**src/rtl/srt4_pkg.sv**
```systemverilog
// Shared constants and the FSM state type for the srt4 divider feeder.
// Holds the operand width, state encoding and default divider timeout.
package srt4_pkg;

    localparam int OPW             = 8;
    localparam int DEFAULT_TIMEOUT = 64;

    localparam logic [2:0] ENC_IDLE    = 3'd0;
    localparam logic [2:0] ENC_BEGIN   = 3'd1;
    localparam logic [2:0] ENC_HOLD_A  = 3'd2;
    localparam logic [2:0] ENC_DIVISOR = 3'd3;
    localparam logic [2:0] ENC_WAIT_Q  = 3'd4;
    localparam logic [2:0] ENC_CAP_R   = 3'd5;
    localparam logic [2:0] ENC_RESULT  = 3'd6;

    typedef enum logic [2:0] {
        ST_IDLE    = ENC_IDLE,
        ST_BEGIN   = ENC_BEGIN,
        ST_HOLD_A  = ENC_HOLD_A,
        ST_DIVISOR = ENC_DIVISOR,
        ST_WAIT_Q  = ENC_WAIT_Q,
        ST_CAP_R   = ENC_CAP_R,
        ST_RESULT  = ENC_RESULT
    } state_t;

endpackage

```
**src/rtl/srt4_feeder_if.sv**
```systemverilog
// Bundles the operand handshake, the divider bus and the result handshake.
// The slave modport is the feeder's view; master is the surrounding system.
interface srt4_feeder_if;

    // Handshakes: a transfer happens on a rising edge where valid and ready
    // are both 1; valid and its data stay stable until that edge.
    logic                     in_valid;
    logic                     in_ready;
    logic [srt4_pkg::OPW-1:0] in_dividend;
    logic [srt4_pkg::OPW-1:0] in_divisor;
    logic [srt4_pkg::OPW-1:0] div_inbus;
    logic                     div_begin;
    logic [srt4_pkg::OPW-1:0] div_outbus;
    logic                     div_end;
    logic                     res_valid;
    logic                     res_ready;
    logic [srt4_pkg::OPW-1:0] res_quotient;
    logic [srt4_pkg::OPW-1:0] res_remainder;
    logic                     res_err;

    modport slave (
        input  in_valid, in_dividend, in_divisor, div_outbus, div_end, res_ready,
        output in_ready, div_inbus, div_begin, res_valid, res_quotient,
               res_remainder, res_err
    );

    modport master (
        output in_valid, in_dividend, in_divisor, div_outbus, div_end, res_ready,
        input  in_ready, div_inbus, div_begin, res_valid, res_quotient,
               res_remainder, res_err
    );

endinterface

```
**src/rtl/srt4_feeder_timer.sv**
```systemverilog
// Saturating up-counter guarding the divider wait; cleared before each job.
// o_done flags the enabled cycle whose edge brings the count to TIMEOUT_CYCLES.
module srt4_feeder_timer #(
    parameter int TIMEOUT_CYCLES = srt4_pkg::DEFAULT_TIMEOUT
) (
    input  logic clk,
    input  logic rst_b,
    input  logic i_clear,
    input  logic i_en,
    output logic o_done
);

    localparam int             CW      = $clog2(TIMEOUT_CYCLES + 1);
    localparam logic [CW-1:0]  CNT_MAX = CW'(TIMEOUT_CYCLES);

    logic [CW-1:0] r_count;

    always_ff @(posedge clk) begin
        if (rst_b || i_clear) begin
            r_count <= '0;
        end else if (i_en && (r_count != CNT_MAX)) begin
            r_count <= r_count + CW'(1);
        end
    end

    assign o_done = i_en && (r_count >= CNT_MAX - CW'(1));

endmodule

```
**src/rtl/srt4_feeder.sv**
```systemverilog
// Operand sequencer and result capture around the srt4 divider core.
// Optional build macro SRT4_FEEDER_DIV0_CHECK_EN short-circuits zero divisors.
module srt4_feeder
    import srt4_pkg::*;
#(
    parameter int TIMEOUT_CYCLES = DEFAULT_TIMEOUT
) (
    input  logic                clk,
    input  logic                rst_b,
    srt4_feeder_if.slave        bus,
    output logic                busy,
    output state_t              o_state
);

    state_t         r_state;
    logic           r_in_ready;
    logic           r_div_begin;
    logic [OPW-1:0] r_div_inbus;
    logic [OPW-1:0] r_divisor;
    logic           r_res_valid;
    logic [OPW-1:0] r_quot;
    logic [OPW-1:0] r_rem;
    logic           r_err;
    logic           r_busy;

    logic w_div0;
    logic w_tmr_clear;
    logic w_tmr_en;
    logic w_tmr_done;

`ifdef SRT4_FEEDER_DIV0_CHECK_EN
    assign w_div0 = (bus.in_divisor == '0);
`else
    assign w_div0 = 1'b0;
`endif

    // The counter is zero during the first divisor cycle and counts from there.
    assign w_tmr_clear = (r_state == ST_HOLD_A);
    assign w_tmr_en    = (r_state == ST_DIVISOR) || (r_state == ST_WAIT_Q);

    srt4_feeder_timer #(.TIMEOUT_CYCLES(TIMEOUT_CYCLES)) u_timer (
        .clk     (clk),
        .rst_b   (rst_b),
        .i_clear (w_tmr_clear),
        .i_en    (w_tmr_en),
        .o_done  (w_tmr_done)
    );

    always_ff @(posedge clk) begin
        if (rst_b) begin
            r_state     <= ST_IDLE;
            r_in_ready  <= 1'b1;
            r_div_begin <= 1'b0;
            r_div_inbus <= '0;
            r_divisor   <= '0;
            r_res_valid <= 1'b0;
            r_quot      <= '0;
            r_rem       <= '0;
            r_err       <= 1'b0;
            r_busy      <= 1'b0;
        end else begin
            case (r_state)
                ST_IDLE: begin
                    if (bus.in_valid) begin
                        r_in_ready <= 1'b0;
                        r_busy     <= 1'b1;
                        r_divisor  <= bus.in_divisor;
                        if (w_div0) begin
                            r_quot      <= {OPW{1'b1}};
                            r_rem       <= bus.in_dividend;
                            r_err       <= 1'b1;
                            r_res_valid <= 1'b1;
                            r_state     <= ST_RESULT;
                        end else begin
                            r_div_begin <= 1'b1;
                            r_div_inbus <= bus.in_dividend;
                            r_state     <= ST_BEGIN;
                        end
                    end
                end
                ST_BEGIN: begin
                    r_div_begin <= 1'b0;
                    r_state     <= ST_HOLD_A;
                end
                ST_HOLD_A: begin
                    r_div_inbus <= r_divisor;
                    r_state     <= ST_DIVISOR;
                end
                // DIVISOR is the first wait cycle; div_end beats a same-cycle timeout.
                ST_DIVISOR, ST_WAIT_Q: begin
                    if (bus.div_end) begin
                        r_quot  <= bus.div_outbus;
                        r_state <= ST_CAP_R;
                    end else if (w_tmr_done) begin
                        r_quot      <= '0;
                        r_rem       <= '0;
                        r_err       <= 1'b1;
                        r_res_valid <= 1'b1;
                        r_div_inbus <= '0;
                        r_state     <= ST_RESULT;
                    end else begin
                        r_state <= ST_WAIT_Q;
                    end
                end
                ST_CAP_R: begin
                    r_rem       <= bus.div_outbus;
                    r_res_valid <= 1'b1;
                    r_div_inbus <= '0;
                    r_state     <= ST_RESULT;
                end
                ST_RESULT: begin
                    if (bus.res_ready) begin
                        r_res_valid <= 1'b0;
                        r_err       <= 1'b0;
                        r_in_ready  <= 1'b1;
                        r_busy      <= 1'b0;
                        r_state     <= ST_IDLE;
                    end
                end
                default: begin
                    r_state <= ST_IDLE;
                end
            endcase
        end
    end

    assign bus.in_ready      = r_in_ready;
    assign bus.div_begin     = r_div_begin;
    assign bus.div_inbus     = r_div_inbus;
    assign bus.res_valid     = r_res_valid;
    assign bus.res_quotient  = r_quot;
    assign bus.res_remainder = r_rem;
    assign bus.res_err       = r_err;
    assign busy              = r_busy;
    assign o_state           = r_state;

endmodule

```
**src/flat_wrapper.sv**
```systemverilog
// flat-port wrapper written by rule: the top's interface ports become plain ports
module srt4_feeder_flat import srt4_pkg::*;
#(
    parameter int TIMEOUT_CYCLES = DEFAULT_TIMEOUT
)
  (clk, rst_b, busy, o_state, bus_in_valid, bus_in_dividend, bus_in_divisor, bus_div_outbus, bus_div_end, bus_res_ready, bus_in_ready, bus_div_inbus, bus_div_begin, bus_res_valid, bus_res_quotient, bus_res_remainder, bus_res_err);
  srt4_feeder_if bus_i ();
  input  logic clk;
  input  logic rst_b;
  output logic busy;
  output state_t o_state;
  input wire logic [$bits(bus_i.in_valid)-1:0] bus_in_valid;
  input wire logic [$bits(bus_i.in_dividend)-1:0] bus_in_dividend;
  input wire logic [$bits(bus_i.in_divisor)-1:0] bus_in_divisor;
  input wire logic [$bits(bus_i.div_outbus)-1:0] bus_div_outbus;
  input wire logic [$bits(bus_i.div_end)-1:0] bus_div_end;
  input wire logic [$bits(bus_i.res_ready)-1:0] bus_res_ready;
  output wire logic [$bits(bus_i.in_ready)-1:0] bus_in_ready;
  output wire logic [$bits(bus_i.div_inbus)-1:0] bus_div_inbus;
  output wire logic [$bits(bus_i.div_begin)-1:0] bus_div_begin;
  output wire logic [$bits(bus_i.res_valid)-1:0] bus_res_valid;
  output wire logic [$bits(bus_i.res_quotient)-1:0] bus_res_quotient;
  output wire logic [$bits(bus_i.res_remainder)-1:0] bus_res_remainder;
  output wire logic [$bits(bus_i.res_err)-1:0] bus_res_err;
  assign bus_i.in_valid = bus_in_valid;
  assign bus_i.in_dividend = bus_in_dividend;
  assign bus_i.in_divisor = bus_in_divisor;
  assign bus_i.div_outbus = bus_div_outbus;
  assign bus_i.div_end = bus_div_end;
  assign bus_i.res_ready = bus_res_ready;
  assign bus_in_ready = bus_i.in_ready;
  assign bus_div_inbus = bus_i.div_inbus;
  assign bus_div_begin = bus_i.div_begin;
  assign bus_res_valid = bus_i.res_valid;
  assign bus_res_quotient = bus_i.res_quotient;
  assign bus_res_remainder = bus_i.res_remainder;
  assign bus_res_err = bus_i.res_err;
  srt4_feeder #(.TIMEOUT_CYCLES(TIMEOUT_CYCLES)) u_core (.clk(clk), .rst_b(rst_b), .bus(bus_i), .busy(busy), .o_state(o_state));
endmodule
```
**config.mk**
```make
export PLATFORM = sky130hd
export DESIGN_NAME = srt4_feeder_flat
export DESIGN_NICKNAME = d
export VERILOG_FILES = /design/src/rtl/srt4_pkg.sv /design/src/rtl/srt4_feeder_if.sv /design/src/rtl/srt4_feeder_timer.sv /design/src/rtl/srt4_feeder.sv /design/src/flat_wrapper.sv
export SDC_FILE = /design/constraint.sdc
export NUM_CORES = 1
export LEC_CHECK = 0
export CAP_MARGIN = 20
export CORE_UTILIZATION = 45
export CTS_BUF_LIST = sky130_fd_sc_hd__clkbuf_16
export DETAILED_ROUTE_END_ITERATION = 7
export GPL_TIMING_DRIVEN = 0
export PLACE_DENSITY = 0.76
export SLEW_MARGIN = 10
export SYNTH_ARGS = -nofsm -noshare
export SYNTH_HDL_FRONTEND = slang
export SYNTH_SLANG_ARGS = --single-unit
```
**constraint.sdc**
```tcl
create_clock -name clk -period 2.05 [get_ports clk]
set_input_delay 0.205 -clock clk [delete_from_list [all_inputs] [get_ports clk]]
set_output_delay 0.205 -clock clk [all_outputs]
set_load 0.02 [all_outputs]
```
==> results.md, run 1 <==
* Status: complete, but fails checks
* Failing checks: design-rule violations
* Row cnt at 24
* Hold_ws at around 0.47 ns
* Initial DRC count at slightly below 90
* Largest net degree at the start of global routing at 16
* Worst path required time at ~2.2 ns
* CP max FO at 10
* Warning count from the yosys run at 0
* Final net count at approximately 330
* Core ar. at roughly 4500 µm²
* Clock skew at approximately 0.0052 ns
* Peak VDD IR at approximately 0.00061 V
* Routability Congestion at between 0.8 and 0.9
* Share of layout cells above drive strength 1 at 12.1%
* Share of the synthesized area in the top cell type at between 40% and 50%
* Psw at approximately 0.63 mW
* Minimum clock period at between 1.5 and 2 ns
* Count of flip-flops with a built-in enable after synthesis at 0
* Clk slew on worst S/H paths at 0.06 ns
* DR vias/cell at 5.41
* Top cells by area, synth: dfxtp_1, a22o_1, a21oi_1, mux2_4, nor2b_1
* Via count at 1894
* Yosys reg bits at 47
* Number of CTS-inserted buffers at 5
* Ant. Diodes at 0
* Flop pwr share at ~40%
* Pre-antenna DRT Iters at 6
* Longest Clk Path Bufs at 2
* DIE AREA at slightly above 5000 µm²
* Fin crit share at 93.4%
* Initial antenna violation count at 0
* Clock Root Buffer: clkbuf_16
* Initial Util at 48.4%
* Syn Area/Cell at between 9 and 10 µm²
* Ports at 61
* HPWL Detailed at 3610 µm
* Grt total ovfl at 0
* # DRC at 2
* Syn Nets at ~260
* # hold bufs at CTS at 0
* Synth cell types at 46
* Vias in the first global route at 1890
* Crit path DAT at roughly 2.1 ns
* Leak at between 1 and 1.5 nW
* Setup crit start kind: flip-flop
* Unrepaired setup endpoints after global routing: false
* Pwr per Cell Area at around 840 nW/µm²
* Max Cap Viol at 0
* Post-Syn Area at between 2000 and 2500 µm²
* Slew Viols, Final at 0
* Internal Power at between 1.5 and 2 mW
* Asr flop ratio synth at 0%
* Actual slew at the worst max-slew pin at slightly above 0.5 ns
* Drt total wl at ~5300 µm
* Syn Inst Count at 230
* Switching Fraction at around 25%
* Critical path class: reg -> reg
* Tot Pwr at approximately 2.5 mW
* Dominant cell type by area after synthesis: dfxtp_1
* Routed WL per cell at approximately 15 µm
* Final TNS setup at 0 ns
* DIE HEIGHT at between 70 and 80 µm
* Main synth FF type: dfxtp_1
* Die span in x at about 70 µm
* IO Port Bufs at 60
* Final hold vios at 0
* Fmax at around 0.52 GHz
* Area grow syn2layout at 40.1%
* Seq/Total Area, Yosys at a little over two fifths
* First-pass GRT wire length at around 8800 µm
* Critical Path Sink Type: flip-flop
* HP Class: in -> reg
* Logic pwr share at between 10% and 20%
* CTS Sinks at between 40 and 50
* Final setup viols at 0
* H-tree depth at 2
* Worst-Skew Late Latency at between 0.2 and 0.3 ns
* Clock network fraction of total power at 40.8%
* Slew HR at between 60% and 70%
* CTS tree: done
* Number of routed nets with antenna violations at 0
* Total track usage at approximately 22%
[repair_timing]
action,CTS,global route
resized for setup,1,3
setup buffers,0,0
setup endpoints to repair,3,8
gates cloned,0,0
pin swaps,0,0
[Yosys cell counts, drive strengths merged, types with 4 or more instances]
master / n
o21ai: 4
inv: 8
clkbuf: 5
nor2: 23
a22o: 16
nor3: 4
buf: 5
a21oi: 24
mux2: 8
dfxtp: 47
a211oi: 5
nand2: 23
nor2b: 18
[cells by family after synthesis]
group	share of synthesized area [%]
AND/OR/NAND/NOR	20.9
AO/OA/AOI/OAI	22.2
flip-flops	43.5
buffers and inverters	3.70
multiplexers	6.02
XOR/XNOR	2.02
adder cells (fa/ha/maj)	1.74
[critical path: stages, from the launching register on]
cell and delay, ns:
dfxtp_2 0.47, ha_2 0.37, and4bb_1 0.22, clkbuf_1 0.17
a21oi_1 0.22, nor2_1 0.07, mux2_4 0.28
[power groups by stage]
stage	Combinational, mW	Sequential, mW	Clock, mW
after global placement	0.473	1.04	0
after detailed placement	0.483	1.04	0
after global routing	0.529	1.03	1.09
final	0.490	1.02	1.04
after CTS	0.489	1.02	1.04
after floorplan	0.243	1.08	0
[flip-flops by register name, summed over array words and instances, names as in the netlist]
name and count:
u_core.o_state 3, u_core.bus.div_begin 1, u_core.bus.div_inbus 8, u_core.bus.res_valid 1
u_core.bus.in_ready 1, u_core.bus.res_quotient 8, u_core.u_timer.r_count 7, u_core.bus.res_err 1
u_core.bus.res_remainder 8, u_core.busy 1, u_core.r_divisor 8
[cell usage in the layout, fill, tap and decap left out, types with 2 or more instances in the layout]
cell	n
bufinv_16	2
mux2_4	8
xnor2_1	2
xor2_1	3
clkbuf_16	5
a211oi_2	2
o21ai_0	4
o211ai_1	3
dfxtp_1	45
and3_1	3
a211oi_1	3
clkdlybuf4s50_1	60
nor3_1	4
nand2b_1	2
buf_2	4
dfxtp_2	2
nor2_1	21
ha_1	2
nor2_2	2
a22o_1	16
nor2b_1	18
a21oi_1	23
nand2_1	23
nand3_1	2
clkbuf_1	5
inv_1	7
[cell type report]
class                      instances  area (µm²)
clock inverter                     3        67.6
timing repair buffer              60         601
clock buffer                       5         125
tap                               52        65.1
buffer                            10        50.0
inverter                           8        30.0
multi-input combinational        165        1150
fill                             377        1440
sequential                        47         943
[layer usage]
metal  GRT usage (%)  up-vias  routed length [µm]  part of all wire [%]
li1                -      948                   -                     -
met1            29.7      894                2550                    48
met2            34.8       41                2460                    46
met3            5.91       11                 205                   3.9
met4            7.56        0                  98                   1.8
met5               0        -                   0                     0
[path summary, 6_finish.rpt]
kind                       startpoint                 endpoint  slack (ns)  depth (start not counted)
hold / removal      bus_in_divisor[7]      u_core.r_divisor[7]        0.47                          3
setup / recovery    u_core.o_state[1]  u_core.bus.div_inbus[5]        0.14                          6
hold reg to reg   u_core.r_divisor[5]      u_core.r_divisor[5]        0.47                          2
setup reg to reg    u_core.o_state[1]  u_core.bus.div_inbus[5]        0.14                          6
[metrics by stage]
step	cells	instance area (µm²)	setup slack [ns]	util (%)
global route	350	3030	0.0190	67.7
floorplan	230	2160	0.125	-
detailed placement	342	2830	0.00201	63.2
global placement	342	2830	0.0144	63.2
CTS	350	3020	0.0316	67.6
finish	350	3030	0.136	67.7
No activity file was read; power rests on OpenSTA's default activity.
==> run 2: changes to the inputs <==
--- a/config.mk
+++ b/config.mk
@@ -6,11 +6,11 @@
 export NUM_CORES = 1
 export LEC_CHECK = 0
 export CAP_MARGIN = 20
-export CORE_UTILIZATION = 45
+export CORE_UTILIZATION = 47
 export CTS_BUF_LIST = sky130_fd_sc_hd__clkbuf_16
 export DETAILED_ROUTE_END_ITERATION = 7
 export GPL_TIMING_DRIVEN = 0
-export PLACE_DENSITY = 0.76
+export PLACE_DENSITY = 0.79
 export SLEW_MARGIN = 10
 export SYNTH_ARGS = -nofsm -noshare
 export SYNTH_HDL_FRONTEND = slang
==> run 2 against run 1 <==
- the flow now finishes without violations
- final area shrank 1.5%
- first-iteration DRC count rose by 41%
- setup slack worse by 0.018 ns
- routed wire length is 4.4% lower
- total power fell by 8.2%
- non-clock buffer count unchanged
- final cell count did not move
- global-route usage down 0.82 points
- worst hold slack worse by 0.0082 ns
- sequential cell count did not move
- critical endpoint unchanged
==> results.md, run 2 (synthesis results as in run 1) <==
* HPWL Detailed at 3540 µm (-1.9%)
* Crit path DAT at 2.12 ns (+0.03 ns)
* # hold bufs at CTS at 0 (unchanged)
* IO Port Bufs at 60 (unchanged)
* CP max FO at 8 (-2)
* HP Class: in -> reg
* DR vias/cell at 5.35 (-1.2%)
* Critical path destination: u_core.bus.div_inbus[5]
* H-tree depth at 2 (unchanged)
* Max Cap Viol at 0 (unchanged)
* CTS Sinks at 47 (unchanged)
* Initial antenna violation count at 0 (unchanged)
* Routed metal-1 wirelength at 2570 µm (+0.51%)
* Drt total wl at 5080 µm (-4.4%)
* Vias in the first global route at 1802 (-4.7%)
* Fmax at 0.517 GHz (-0.94%)
* Worst-Skew Late Latency at 0.29 ns (about the same)
* Share of layout cells above drive strength 1 at 11.4% (-0.67 points)
* FF-to-FF Start: u_core.u_timer.r_count[0]
* Ant. Diodes at 0 (unchanged)
* DIE HEIGHT at 69.8 µm (-2.1%)
* Most common cell after layout, fill and taps aside: clkdlybuf4s50_1
* DIE AREA at 4880 µm² (-4.1%)
* Leak at 1.15 nW (-1.3%)
* Longest Clk Path Bufs at 2 (unchanged)
* Final non-filler cell total at 350 (unchanged)
* Setup crit start kind: flip-flop
* Pre-antenna DRT Iters at 4 (-2)
* WL met3 at 203 µm (-0.98%)
* R2r worst-path depth at 5 (-1)
* Final Core Density at 68.1% (+0.34 points)
* Core ar. at 4380 µm² (-2.0%)
* Routed WL per cell at 14.5 µm (-4.4%)
* Number of routed nets with antenna violations at 0 (unchanged)
* Slew Viols, Final at 0 (unchanged)
* Pwr per Cell Area at 785 nW/µm² (-6.7%)
* Buffer count from post-CTS setup fixing at 0 (unchanged)
* Clock skew at 0.00749 ns (+0.00227 ns)
* Via count at 1872 (-1.2%)
* Tot Pwr at 2.34 mW (-8.2%)
* R2r setup slk at 0.12 ns (-0.02 ns)
* Final hold vios at 0 (unchanged)
* Total track usage at 21.4% (-0.82 points)
* Actual slew at the worst max-slew pin at 0.549 ns (+0.0401 ns)
* Crit. Startpoint: u_core.u_timer.r_count[0]
* Die span in x at 69.8 µm (-2.1%)
* Largest net degree at the start of global routing at 18 (+2)
* Status: complete, no violations
* Fin crit share at 94.3% (+0.89 points)
* Most frequent cells in the layout: clkdlybuf4s50_1, dfxtp_1, a21oi_1
* R2r endpoint: u_core.bus.div_inbus[5]
* Initial DRC count at 124 (+41%)
* Initial Util at 49.3% (+0.99 points)
* Final net count at 329 (unchanged)
* Critical Path Sink Type: flip-flop
* Clk slew on worst S/H paths at 0.07 ns (about the same)
* Grt total ovfl at 0 (unchanged)
* First-pass GRT wire length at 8270 µm (-5.7%)
* # DRC at 0 (-2)
* Unrepaired setup endpoints after global routing: false
* Row cnt at 24 (unchanged)
* Number of CTS-inserted buffers at 5 (unchanged)
* Slew HR at 63.4% (-2.7 points)
* Clock Root Buffer: clkbuf_16
* Met2 WL at 2260 µm (-8.0%)
* Area grow syn2layout at 37.9%
* Final setup viols at 0 (unchanged)
* Fillers at 357 (-5.3%)
* Critical path class: reg -> reg
* Peak VDD IR at 0.000594 V (-2.8%)
* Placed insts at 342 (unchanged)
* Ports at 61 (unchanged)
* Routability Congestion at 0.863 (-0.32%)
* Hold_ws at 0.461 ns (-0.00821 ns)
* Worst path required time at 2.23 ns (about the same)
* Minimum clock period at 1.93 ns (+0.0183 ns)
* Max layer used: met4
* CTS tree: done
## run 2: worst min path at each step
| stage | cells past startpoint | from | end | slack [ns] |
|---|---|---|---|---|
| after floorplan | 1 | bus_div_outbus[0] | u_core.bus.res_remainder[0] | 0.33 |
| after global placement | 2 | u_core.r_divisor[2] | u_core.r_divisor[2] | 0.45 |
| after detailed placement | 2 | u_core.r_divisor[2] | u_core.r_divisor[2] | 0.45 |
| after CTS | 3 | bus_in_divisor[0] | u_core.r_divisor[0] | 0.46 |
| after global routing | 3 | bus_in_divisor[1] | u_core.r_divisor[1] | 0.47 |
| final | 3 | bus_in_divisor[0] | u_core.r_divisor[0] | 0.46 |
## run 2: timing repair
item | 4_1_cts | 5_1_grt
endpoints found under the setup margin | 2 | 8
gates resized for setup | 1 | 1
endpoints found under the hold margin | 0 | 0
## run 2: stage by stage
step                setup slack [ns]  area [µm²]   TNS, ns
global route                  0.0153        2980         0
global placement              0.0198        2830         0
CTS                           0.0470        2980         0
detailed placement          -0.00139        2830  -0.00139
finish                         0.117        2980         0
floorplan                      0.125        2160         0
## run 2: cell type report
class / instances / area [µm²] / share of cell area, %
well taps: 52 / 65.1 / 2.18
clock buffers: 5 / 125 / 4.19
plain buffers: 10 / 50.0 / 1.68
flip-flops and latches: 47 / 943 / 31.6
inverters: 8 / 30.0 / 1.01
multi-input cells: 165 / 1140 / 38.3
repair buffers: 60 / 601 / 20.1
clock inverters: 3 / 27.5 / 0.922
## run 2: worst max-delay path: stages (launching register included)
cell,delay (ns)
dfxtp_1,0.35
ha_1,0.27
a21o_1,0.19
a21oi_1,0.42
o2bb2ai_4,0.27
mux2_4,0.34
## run 2: metal layers
layer	global-route usage, %	vias to the layer above
met2	32.8	39
met3	5.09	6
met1	29.6	879
met5	0	-
met4	6.89	0
li1	-	948
## run 2: report_power, final
part | switching, mW | internal [mW] | leakage (nW) | total [mW]
clock network | 0.372 | 0.465 | 0.0723 | 0.836
logic | 0.239 | 0.245 | 0.692 | 0.484
registers | 0.0494 | 0.971 | 0.383 | 1.02
==> run 3: changes to the inputs <==
--- a/config.mk
+++ b/config.mk
@@ -6,6 +6,7 @@
 export NUM_CORES = 1
 export LEC_CHECK = 0
 export CAP_MARGIN = 20
+export CORE_MARGIN = 2
 export CORE_UTILIZATION = 47
 export CTS_BUF_LIST = sky130_fd_sc_hd__clkbuf_16
 export DETAILED_ROUTE_END_ITERATION = 7
==> run 3 against run 2 <==
- worst hold slack worse by 0.0045 ns
- first-iteration DRC count is 10% higher
- final area hardly changed
- clock power is 1% higher
- sequential share of layout area is 0.057 points higher
- combinational power hardly changed
- critical path depth stayed put
- largest power group unchanged
==> results.md, run 3 (synthesis results as in run 1) <==
* CTS tree: done
* Setup crit start kind: flip-flop
* HP Class: in -> reg
* CP max FO at 8 (unchanged)
* Initial Util at 49.3% (unchanged)
* Vias in the first global route at 1753 (-2.7%)
* Slew Viols, Final at 0 (unchanged)
* Status: complete, no violations
* Longest Clk Path Bufs at 2 (unchanged)
* Peak VDD IR at 0.000483 V (-19%)
* Most frequent cells in the layout: clkdlybuf4s50_1, dfxtp_1, a21oi_1
* FF-to-FF Start: u_core.u_timer.r_count[0]
* Final Core Density at 68.1% (about the same)
* Worst-Skew Late Latency at 0.29 ns (about the same)
* Pwr per Cell Area at 787 nW/µm² (+0.25%)
* Pre-antenna DRT Iters at 4 (unchanged)
* Clock Root Buffer: clkbuf_16
* CTS Sinks at 47 (unchanged)
* Critical Path Sink Type: flip-flop
* Total track usage at 20.7% (-0.66 points)
* Routed WL per cell at 14.8 µm (+1.6%)
* Area grow syn2layout at 38.1% (about the same)
* Drt total wl at 5160 µm (+1.6%)
* Grt total ovfl at 0 (unchanged)
* Worst path required time at 2.23 ns (about the same)
* H-tree depth at 2 (unchanged)
* IO Port Bufs at 60 (unchanged)
* Clock skew at 0.00512 ns (-0.00237 ns)
* Crit. Startpoint: u_core.u_timer.r_count[0]
* Critical path class: reg -> reg
* Final hold vios at 0 (unchanged)
* DIE HEIGHT at 71.8 µm (+2.9%)
* Unrepaired setup endpoints after global routing: false
* Via count at 1859 (-0.69%)
* DIE AREA at 5160 µm² (+5.8%)
* Slew HR at 64.4% (+1.0 points)
* Most common cell after layout, fill and taps aside: clkdlybuf4s50_1
* Max Cap Viol at 0 (unchanged)
* Routability Congestion at 0.867 (+0.56%)
* DR vias/cell at 5.31 (-0.69%)
* Actual slew at the worst max-slew pin at 0.533 ns (-0.0154 ns)
* Die span in x at 71.8 µm (+2.9%)
* Share of layout cells above drive strength 1 at 11.4% (unchanged)
* First-pass GRT wire length at 8320 µm (+0.58%)
* Core ar. at 4380 µm² (unchanged)
* Min-delay src: bus_in_divisor[4]
* Initial antenna violation count at 0 (unchanged)
* Leak at 1.15 nW (about the same)
* Minimum clock period at 1.96 ns (+0.0315 ns)
* Number of CTS-inserted buffers at 5 (unchanged)
* Hold_ws at 0.456 ns (-0.00446 ns)
* Fin crit share at 95.8% (+1.5 points)
* Ant. Diodes at 0 (unchanged)
* R2r setup slk at 0.09 ns (-0.03 ns)
* HPWL Detailed at 3640 µm (+2.8%)
* Fmax at 0.509 GHz (-1.6%)
* Number of routed nets with antenna violations at 0 (unchanged)
* Ports at 61 (unchanged)
* # DRC at 0 (unchanged)
* Clk slew on worst S/H paths at 0.07 ns (about the same)
* Final net count at 329 (unchanged)
* Largest net degree at the start of global routing at 18 (unchanged)
* Row cnt at 24 (unchanged)
* Final setup viols at 0 (unchanged)
* Crit path DAT at 2.14 ns (+0.02 ns)
* Initial DRC count at 137 (+10%)
## run 3: cell counts in the layout (fill, tap and decap cells not counted)
Identical to the previous run, type by type.
## run 3: worst paths after layout
check,end,depth (start not counted)
setup / recovery,u_core.bus.div_inbus[5],5
hold / removal,u_core.r_divisor[4],3
setup reg to reg,u_core.bus.div_inbus[5],5
hold reg to reg,u_core.r_divisor[7],2
## run 3: report_power, final
| group | internal (mW) | switching [mW] | total, mW | leakage (nW) |
|---|---|---|---|---|
| clock | 0.465 | 0.379 | 0.844 | 0.0723 |
| sequential | 0.971 | 0.0494 | 1.02 | 0.384 |
| combinational | 0.245 | 0.240 | 0.485 | 0.692 |
## run 3: timing repair
action	CTS	global route
hold buffers	0	0
endpoints found under the setup margin	2	1
gates resized for setup	2	1
buffers inserted	0	0
## run 3: final cells by class
type | count | area [µm²]
flip-flops and latches | 47 | 946
well taps | 52 | 65.1
clock buffers | 5 | 125
plain buffers | 10 | 50.0
clock inverters | 3 | 27.5
inverters | 8 | 30.0
repair buffers | 60 | 601
fillers | 365 | 1400
multi-input cells | 165 | 1140
## run 3: per-stage QoR
stage | std cells | power (mW) | worst slack, ns | area (µm²) | setup TNS, ns
2_1_floorplan | 230 | 1.32 | 0.125 | 2160 | 0
3_3_place_gp | 342 | 1.51 | -0.000391 | 2830 | -0.000391
3_5_place_dp | 342 | 1.52 | 0.000555 | 2830 | 0
4_1_cts | 350 | 2.36 | 0.0809 | 2980 | 0
5_1_grt | 350 | 2.45 | 0.00342 | 2990 | 0
6_report | 350 | 2.35 | 0.0858 | 2990 | 0
## run 3: per-layer routing
layer  global-route usage (%)  share of wire, %  up-vias
met5                        0                 0        -
met4                     7.55               1.4        0
met3                     6.05               5.8        7
met2                     31.3                45       49
met1                     28.2                47      860
li1                         -                 -      943
## run 3: worst max-delay path: stages (launching register included)
cell and delay, ns:
dfxtp_1 0.36, ha_1 0.27, a21o_1 0.18, a21oi_1 0.42, o2bb2ai_4 0.27, mux2_4 0.35
